`config.mk`:
```
export PLATFORM = sky130hd
export DESIGN_NAME = mult_operand_feeder
export DESIGN_NICKNAME = d
export VERILOG_FILES = /design/src/rtl/mult_operand_feeder.sv
export SDC_FILE = /design/constraint.sdc
export NUM_CORES = 1
export LEC_CHECK = 0
export CAP_MARGIN = 20
export CORE_MARGIN = 2
export CORE_UTILIZATION = 56
export DETAILED_ROUTE_END_ITERATION = 12
export HOLD_SLACK_MARGIN = 0.12
export PLACE_DENSITY_LB_ADDON = 0.1
export SYNTH_ARGS = -nofsm -noshare
export SYNTH_HDL_FRONTEND = slang
export SYNTH_SLANG_ARGS = --single-unit
```
`constraint.sdc`:
```
create_clock -name clk -period 4 [get_ports clk]
set_clock_uncertainty 0.2 [all_clocks]
set_input_delay 0.6 -clock clk [delete_from_list [all_inputs] [get_ports clk]]
set_output_delay 0.6 -clock clk [all_outputs]
set_load 0.02 [all_outputs]
```
`src/rtl/mult_operand_feeder.sv`:
```
// Operand sequencer for mult32x32: buffers operand pairs in a FIFO and issues them one
// at a time as registered start pulses. Defining MULT_FEEDER_STATS_EN adds issued_count.
module mult_operand_feeder #(
    parameter int DEPTH = 4
) (
    input  logic                         clk,
    input  logic                         reset,
    input  logic                         in_valid,
    output logic                         in_ready,
    input  logic [31:0]                  in_a,
    input  logic [31:0]                  in_b,
    output logic                         mul_start,
    output logic [31:0]                  mul_a,
    output logic [31:0]                  mul_b,
    input  logic                         mul_busy,
    output logic [$clog2(DEPTH+1)-1:0]   fifo_count
`ifdef MULT_FEEDER_STATS_EN
    ,
    output logic [15:0]                  issued_count
`endif
);

    localparam int AW = (DEPTH > 1) ? $clog2(DEPTH) : 1;
    localparam int CW = $clog2(DEPTH + 1);
    localparam logic [CW-1:0] FULL_COUNT = CW'(DEPTH);

    typedef enum logic [1:0] {
        ST_IDLE,
        ST_WAIT_BUSY,
        ST_WAIT_DONE
    } state_t;

    state_t        r_state;
    state_t        w_state_next;
    logic [63:0]   r_mem [DEPTH];
    logic [AW-1:0] r_wr_ptr;
    logic [AW-1:0] r_rd_ptr;
    logic [CW-1:0] r_count;
    logic          r_mul_start;
    logic [31:0]   r_mul_a;
    logic [31:0]   r_mul_b;
    logic          w_full;
    logic          w_empty;
    logic          w_push;
    logic          w_issue;
    logic [63:0]   w_head;

    // in_ready depends only on the registered count, never on in_valid.
    assign w_full     = (r_count == FULL_COUNT);
    assign w_empty    = (r_count == '0);
    assign w_push     = in_valid && !w_full;
    assign w_head     = r_mem[r_rd_ptr];
    assign in_ready   = !w_full;
    assign fifo_count = r_count;
    assign mul_start  = r_mul_start;
    assign mul_a      = r_mul_a;
    assign mul_b      = r_mul_b;

    // NOTE: storage is deliberately not reset; the count and pointers alone decide
    // which entries are valid, so a reset here would only cost area and fanout.
    always_ff @(posedge clk) begin
        if (w_push) begin
            r_mem[r_wr_ptr] <= {in_a, in_b};
        end
    end

    // NOTE: sequential state uses non-blocking assignments so every register samples
    // pre-edge values regardless of statement order.
    always_ff @(posedge clk or posedge reset) begin
        if (reset) begin
            r_wr_ptr <= '0;
            r_rd_ptr <= '0;
            r_count  <= '0;
        end else begin
            if (w_push) begin
                r_wr_ptr <= r_wr_ptr + AW'(1);
            end
            if (w_issue) begin
                r_rd_ptr <= r_rd_ptr + AW'(1);
            end
            case ({w_push, w_issue})
                2'b10:   r_count <= r_count + CW'(1);
                2'b01:   r_count <= r_count - CW'(1);
                default: r_count <= r_count;
            endcase
        end
    end

    // NOTE: every signal written here gets a default first, so no path infers a latch.
    always_comb begin
        w_state_next = r_state;
        w_issue      = 1'b0;
        case (r_state)
            ST_IDLE: begin
                if (!w_empty && !mul_busy) begin
                    w_issue      = 1'b1;
                    w_state_next = ST_WAIT_BUSY;
                end
            end
            ST_WAIT_BUSY: begin
                if (mul_busy) begin
                    w_state_next = ST_WAIT_DONE;
                end
            end
            ST_WAIT_DONE: begin
                if (!mul_busy) begin
                    w_state_next = ST_IDLE;
                end
            end
            default: w_state_next = ST_IDLE;
        endcase
    end

    always_ff @(posedge clk or posedge reset) begin
        if (reset) begin
            r_state     <= ST_IDLE;
            r_mul_start <= 1'b0;
            r_mul_a     <= '0;
            r_mul_b     <= '0;
        end else begin
            r_state     <= w_state_next;
            r_mul_start <= w_issue;
            if (w_issue) begin
                r_mul_a <= w_head[63:32];
                r_mul_b <= w_head[31:0];
            end
        end
    end

`ifdef MULT_FEEDER_STATS_EN
    logic [15:0] r_issued_count;

    always_ff @(posedge clk or posedge reset) begin
        if (reset) begin
            r_issued_count <= '0;
        end else if (w_issue) begin
            r_issued_count <= r_issued_count + 16'd1;
        end
    end

    assign issued_count = r_issued_count;
`endif

endmodule

```
# Yosys cells after proc, flatten, opt, wreduce, memory -nomap -nowiden
# Memories as Yosys holds them, arrays and structs flattened. A register that Yosys moved wholly into a read port is not among the register bits.
# Index checks and enable logic that the tools add are counted.
dict set report word_totals {
  memories 1
  ramBits 256
  regBits 10
  out_inout_bits 69
  inputBits 68
  wordCells 36
}
# memory words width rd rd_ports_with_merged_regs wr line_no
set mem_list {}
lappend mem_list {r_mem 4 64 1 1 1 35} ;# logic [63:0] r_mem [DEPTH];
dict set report op_classes {
  n_eq_ne 8
  n_reduce_logical 9
  add_sub_neg 4
  mux 9
}
# operator count
set ops {}
lappend ops {{$mux 2} 3}
lappend ops {{$ne 2x2->1 const B} 3}
lappend ops {{$pmux 2 s3} 1}
lappend ops {{$pmux 3 s2} 1}
lappend ops {{$add 2x1->2 const B} 2}
lappend ops {{$eq 2x1->1 const B} 2}
lappend ops {{$eq 2x2->1 const B} 2}
lappend ops {{$mux 1} 4}
lappend ops {{$add 3x1->3 const B} 1}
lappend ops {{$eq 3x3->1 const B} 1}
lappend ops {{$logic_not 1->1} 3}
lappend ops {{$logic_not 3->1} 1}
lappend ops {{$reduce_and 3->1} 1}
lappend ops {{$sub 3x1->3 const B} 1}
lappend ops {{$logic_and 1x1->1} 2}
lappend ops {{$logic_not 2->1} 1}
lappend ops {{$reduce_bool 2->1} 1}

# Logic depth before layout (Yosys ltp)
dict set report depth {
  depth_word 7
  depth_mapped 10
  mapped_depth_nobuf 9
}

# Worst setup path after synthesis
# No wires, ideal clock.
dict set report synth_path {
  path_kind {reg2reg}
  start {register r_count[0], in the netlist fifo_count[0]}
  end {memory r_mem[0][0], enable pin}
  slack_ps 937
  setup_ps 429
  stages_incl_launch_ff 3
  t_arrival_ps 2434
  path_buffers 0
  synth_period_minus_slack_ps 3063
  required_time_ps 3371
  path_cell_list {dfrtp_1 > or3b_1 > and3_1}
}
dict set report synth_between {
  elab_chain_cells 5
}
# element line_no
set synth_rtl {}
lappend synth_rtl {{from (decl)} 38} ;# logic [CW-1:0] r_count;
lappend synth_rtl {{from (signal assigned)} 82} ;# 2'b10: r_count <= r_count + CW'(1);
lappend synth_rtl {{from (signal assigned)} 83} ;# 2'b01: r_count <= r_count - CW'(1);
lappend synth_rtl {{from (signal assigned)} 84} ;# default: r_count <= r_count;
lappend synth_rtl {{$eq 3x3->1} 49} ;# assign w_full = (r_count == FULL_COUNT);
lappend synth_rtl {{$logic_not 1->1} n/a}
lappend synth_rtl {{net in_ready} 9} ;# output logic in_ready,
lappend synth_rtl {{$logic_and 1x1->1} 51} ;# assign w_push = in_valid && !w_full;
lappend synth_rtl {{$mux 1} 62} ;# if (w_push) begin
lappend synth_rtl {{$mux 1 (not written as such)} 63} ;# r_mem[r_wr_ptr] <= {in_a, in_b};
lappend synth_rtl {{to (decl)} 35}
# The timed path passes the listed nets, and every way through them passes these cells.

# Final worst setup path
dict set report layout_path {
  start {register r_count[0], in the netlist fifo_count[0]}
  end {output port in_ready}
}
dict set report layout_between {
  elab_chain_cells 2
}
# element line_no
set layout_rtl {}
lappend layout_rtl {{$eq 3x3->1} 49}
lappend layout_rtl {{$logic_not 1->1} 53} ;# assign in_ready = !w_full;
lappend layout_rtl {{to (decl)} 9}
# No other way between the ends.

==> results.md <==
* PortBufs at 136
* Dpl hpwl at 12100 µm
* Clock root cell: clkbuf_16
* Post-Synth Simple-Gate Area at 0.7121%
* Post-synthesis compound-gate area fraction at 0%
* Fin. max-slew vios at 0
* Gate Count Post-Synth at 516
* Clock buffer depth at 3
* Initial Utilization at 57.31%
* CP Capture Type: primary output
* I/O Pins at 137
* DRC viols at 0
* Hold crit path type: input pin to asynchronous set/reset pin
* Multi-input gate area at 2441 µm²
* Total CTS buffers at 34
* Die Y-Extent at 151.1 µm
* Avg Cell Area, Syn at 23.50 µm²
* Power per cell area at 781.1 nW/µm²
* Worst Path Arrival at 2.02 ns
* Core ar. at 21150 µm²
* Leak pwr at 5.195 nW
* First-pass GRT wire length at 33710 µm
* Register Area at 9547 µm²
* R2r setup slk at 1.41 ns
* R2R cell count at 9
* Critical Path RT at 3.20 ns
* Crit path max fanout at 6
* Die area at 22840 µm²
* Vias at 5518
* Syn. warnings at 0
* GR Overflow Total at 0
* Row count at 53
* Post-synthesis sequential area ratio at 78.68%
* Post-route ant nets at 0
* Sink Count at 330
* Pre-antenna DRT Iters at 4
* Syn Nets at 590
* Timing startpoint of the critical path: fifo_count[0]
* # hold bufs at CTS at 0
* Worst setup path class: flop to primary output
* Synth Cell Area at 12120 µm²
* Number of fill cells at 1301
* CTS tree: done
* Tightest Pin Transition at 1.048 ns
* Worst hold slack at 0.2423 ns
* End of the critical path: in_ready
* GR Util All Layers at 20.13%
* Synth area leader: edfxtp_1
* Number of synthesized register bits at 330
* Antenna violations before repair at 1
* Setup Buffers After CTS at 0
* Xor/xnor cell area share of the yosys netlist at 0.5057%
* Final period util at 70.48%
* Largest family of logic cells by synthesized area: multiplexers
* Routability cong. at 0.7020
* Setup violators final at 0
* Max IR drop VDD at 481.0 µV
* Post-synthesis cell type count at 23
* Reg clk slew, reported paths at 0.06 ns
* Hold Vio Cnt, Final at 0
* ANT cells at 0
* Post-cts sizing count at 0
* WL final at 21890 µm
* Reg2reg end: fifo_count[2]
* H-tree levels at 2
* Adder-cell area share of the yosys netlist at 0.6811%
* GR Util met3 at 3.614%
* Number of global-route vias before repair at 6052
* Ranking of synthesized cells by area: edfxtp_1 (63%), dfrtp_1 (15%), mux4_2 (12%)
* Gr busiest metal: met2
* Commonest non-fill, non-tap cell in the layout: edfxtp_1
* Clock Latency Late Sink at 0.49 ns
* Fmax at 354.7 MHz
* Multiplexer share of the synthesized area at 18.01%
* Die W at 151.1 µm
* Crit path launch type: flop
* Tmin final at 2.819 ns
* Max-slew headroom at 30.16%
* Final std cells w/o fill at 975
* Initial DRC count at 245
* Status: complete, no violations
* Maximum Capacitance Violations at 0
* Post-synth top area share at 63.41%
* Layout cells sized above 1 at 28.00%
* Vias/cell at 5.659
* Met2 GRT Util at 34.48%
* R2r startpoint: fifo_count[0]
* GRT met1 Usage at 26.25%
* Commonest non-fill, non-tap cells in the layout: edfxtp_1 (256), clkdlybuf4s50_1 (136), dfrtp_1 (72)
* Routed WL per cell at 22.45 µm
* RSZ-0062 raised after global routing: false
* P&R area growth vs syn at 23.35%
* Total negative setup slack at 0 ns
* Dpl cells at 915
* Largest net degree at the start of global routing at 66
* Nets at 750
## cell families (layout without fill, tap and decap cells)
logic type	after synthesis	count (layout)
flip-flops	330	330
multiplexers	130	130
buffers and inverters	29	213
AND/OR/NAND/NOR	14	14
XOR/XNOR	7	7
adder cells (fa/ha/maj)	6	6
## per-stage QoR
| step | power, mW | setup slack, ns | utilization (%) | cell area, µm² |
|---|---|---|---|---|
| floorplan | 7.376 | 0.9370 | - | 12120 |
| global placement | 8.673 | 1.175 | 65.49 | 13850 |
| global route | 12.25 | 1.114 | 70.70 | 14960 |
| detailed placement | 8.793 | 1.106 | 65.49 | 13850 |
| CTS | 11.87 | 1.149 | 70.70 | 14960 |
| finish | 11.68 | 1.181 | 70.70 | 14960 |
## Yosys cell counts
| master | count |
|---|---|
| and2_1 | 2 |
| and3_1 | 4 |
| and3b_1 | 1 |
| buf_1 | 2 |
| buf_2 | 8 |
| buf_4 | 4 |
| buf_6 | 5 |
| clkbuf_1 | 2 |
| dfrtp_1 | 74 |
| edfxtp_1 | 256 |
| fa_1 | 1 |
| ha_1 | 5 |
| inv_1 | 8 |
| mux2_2 | 65 |
| mux2i_1 | 1 |
| mux4_2 | 64 |
| nand2b_1 | 1 |
| nor2_1 | 1 |
| nor3_1 | 3 |
| nor4_1 | 1 |
| or3b_1 | 1 |
| xnor2_1 | 3 |
| xor2_1 | 4 |
## area by class of cell
class,count,share of cell area (%)
Clock buffer,49,6.827
Clock inverter,11,0.5354
Inverter,8,0.2092
Multi-Input combinational cell,157,16.32
Sequential cell,330,63.83
Tap cell,275,2.301
Timing Repair Buffer,145,9.972
## routing by layer
layer  routed length, µm  vias to the layer above
li1                    -                     2416
met1                8828                     2883
met3                1169                       46
met5                  11                        -
met4                 593                        2
met2               11290                      171
## how the worst min path moves through the flow
| stage | startpoint | endpoint |
|---|---|---|
| global placement | r_state[1] | r_state[0] |
| floorplan | r_state[1] | r_state[0] |
| detailed placement | mul_b[0] | mul_b[0] |
| CTS | reset | mul_a[17] |
| global route | reset | mul_a[17] |
| finish | reset | mul_a[17] |
## registers in the layout, summed over array words and instances, names as in the netlist
signal	count
mul_a	32
fifo_count	3
r_mem	256
r_rd_ptr	2
mul_start	1
r_state	2
mul_b	32
r_wr_ptr	2
## worst max-delay path: stages, from the launching register on
cell             delay (ns)
dfrtp_1                0.44
or3b_1                 0.50
clkdlybuf4s50_1        0.58
## power by group
| part | total, mW | switching, mW | internal [mW] |
|---|---|---|---|
| registers | 5.27 | 0.592 | 4.67 |
| clock network | 3.04 | 1.20 | 1.84 |
| logic | 3.38 | 1.51 | 1.87 |
Power figures use the tool's default switching activity.
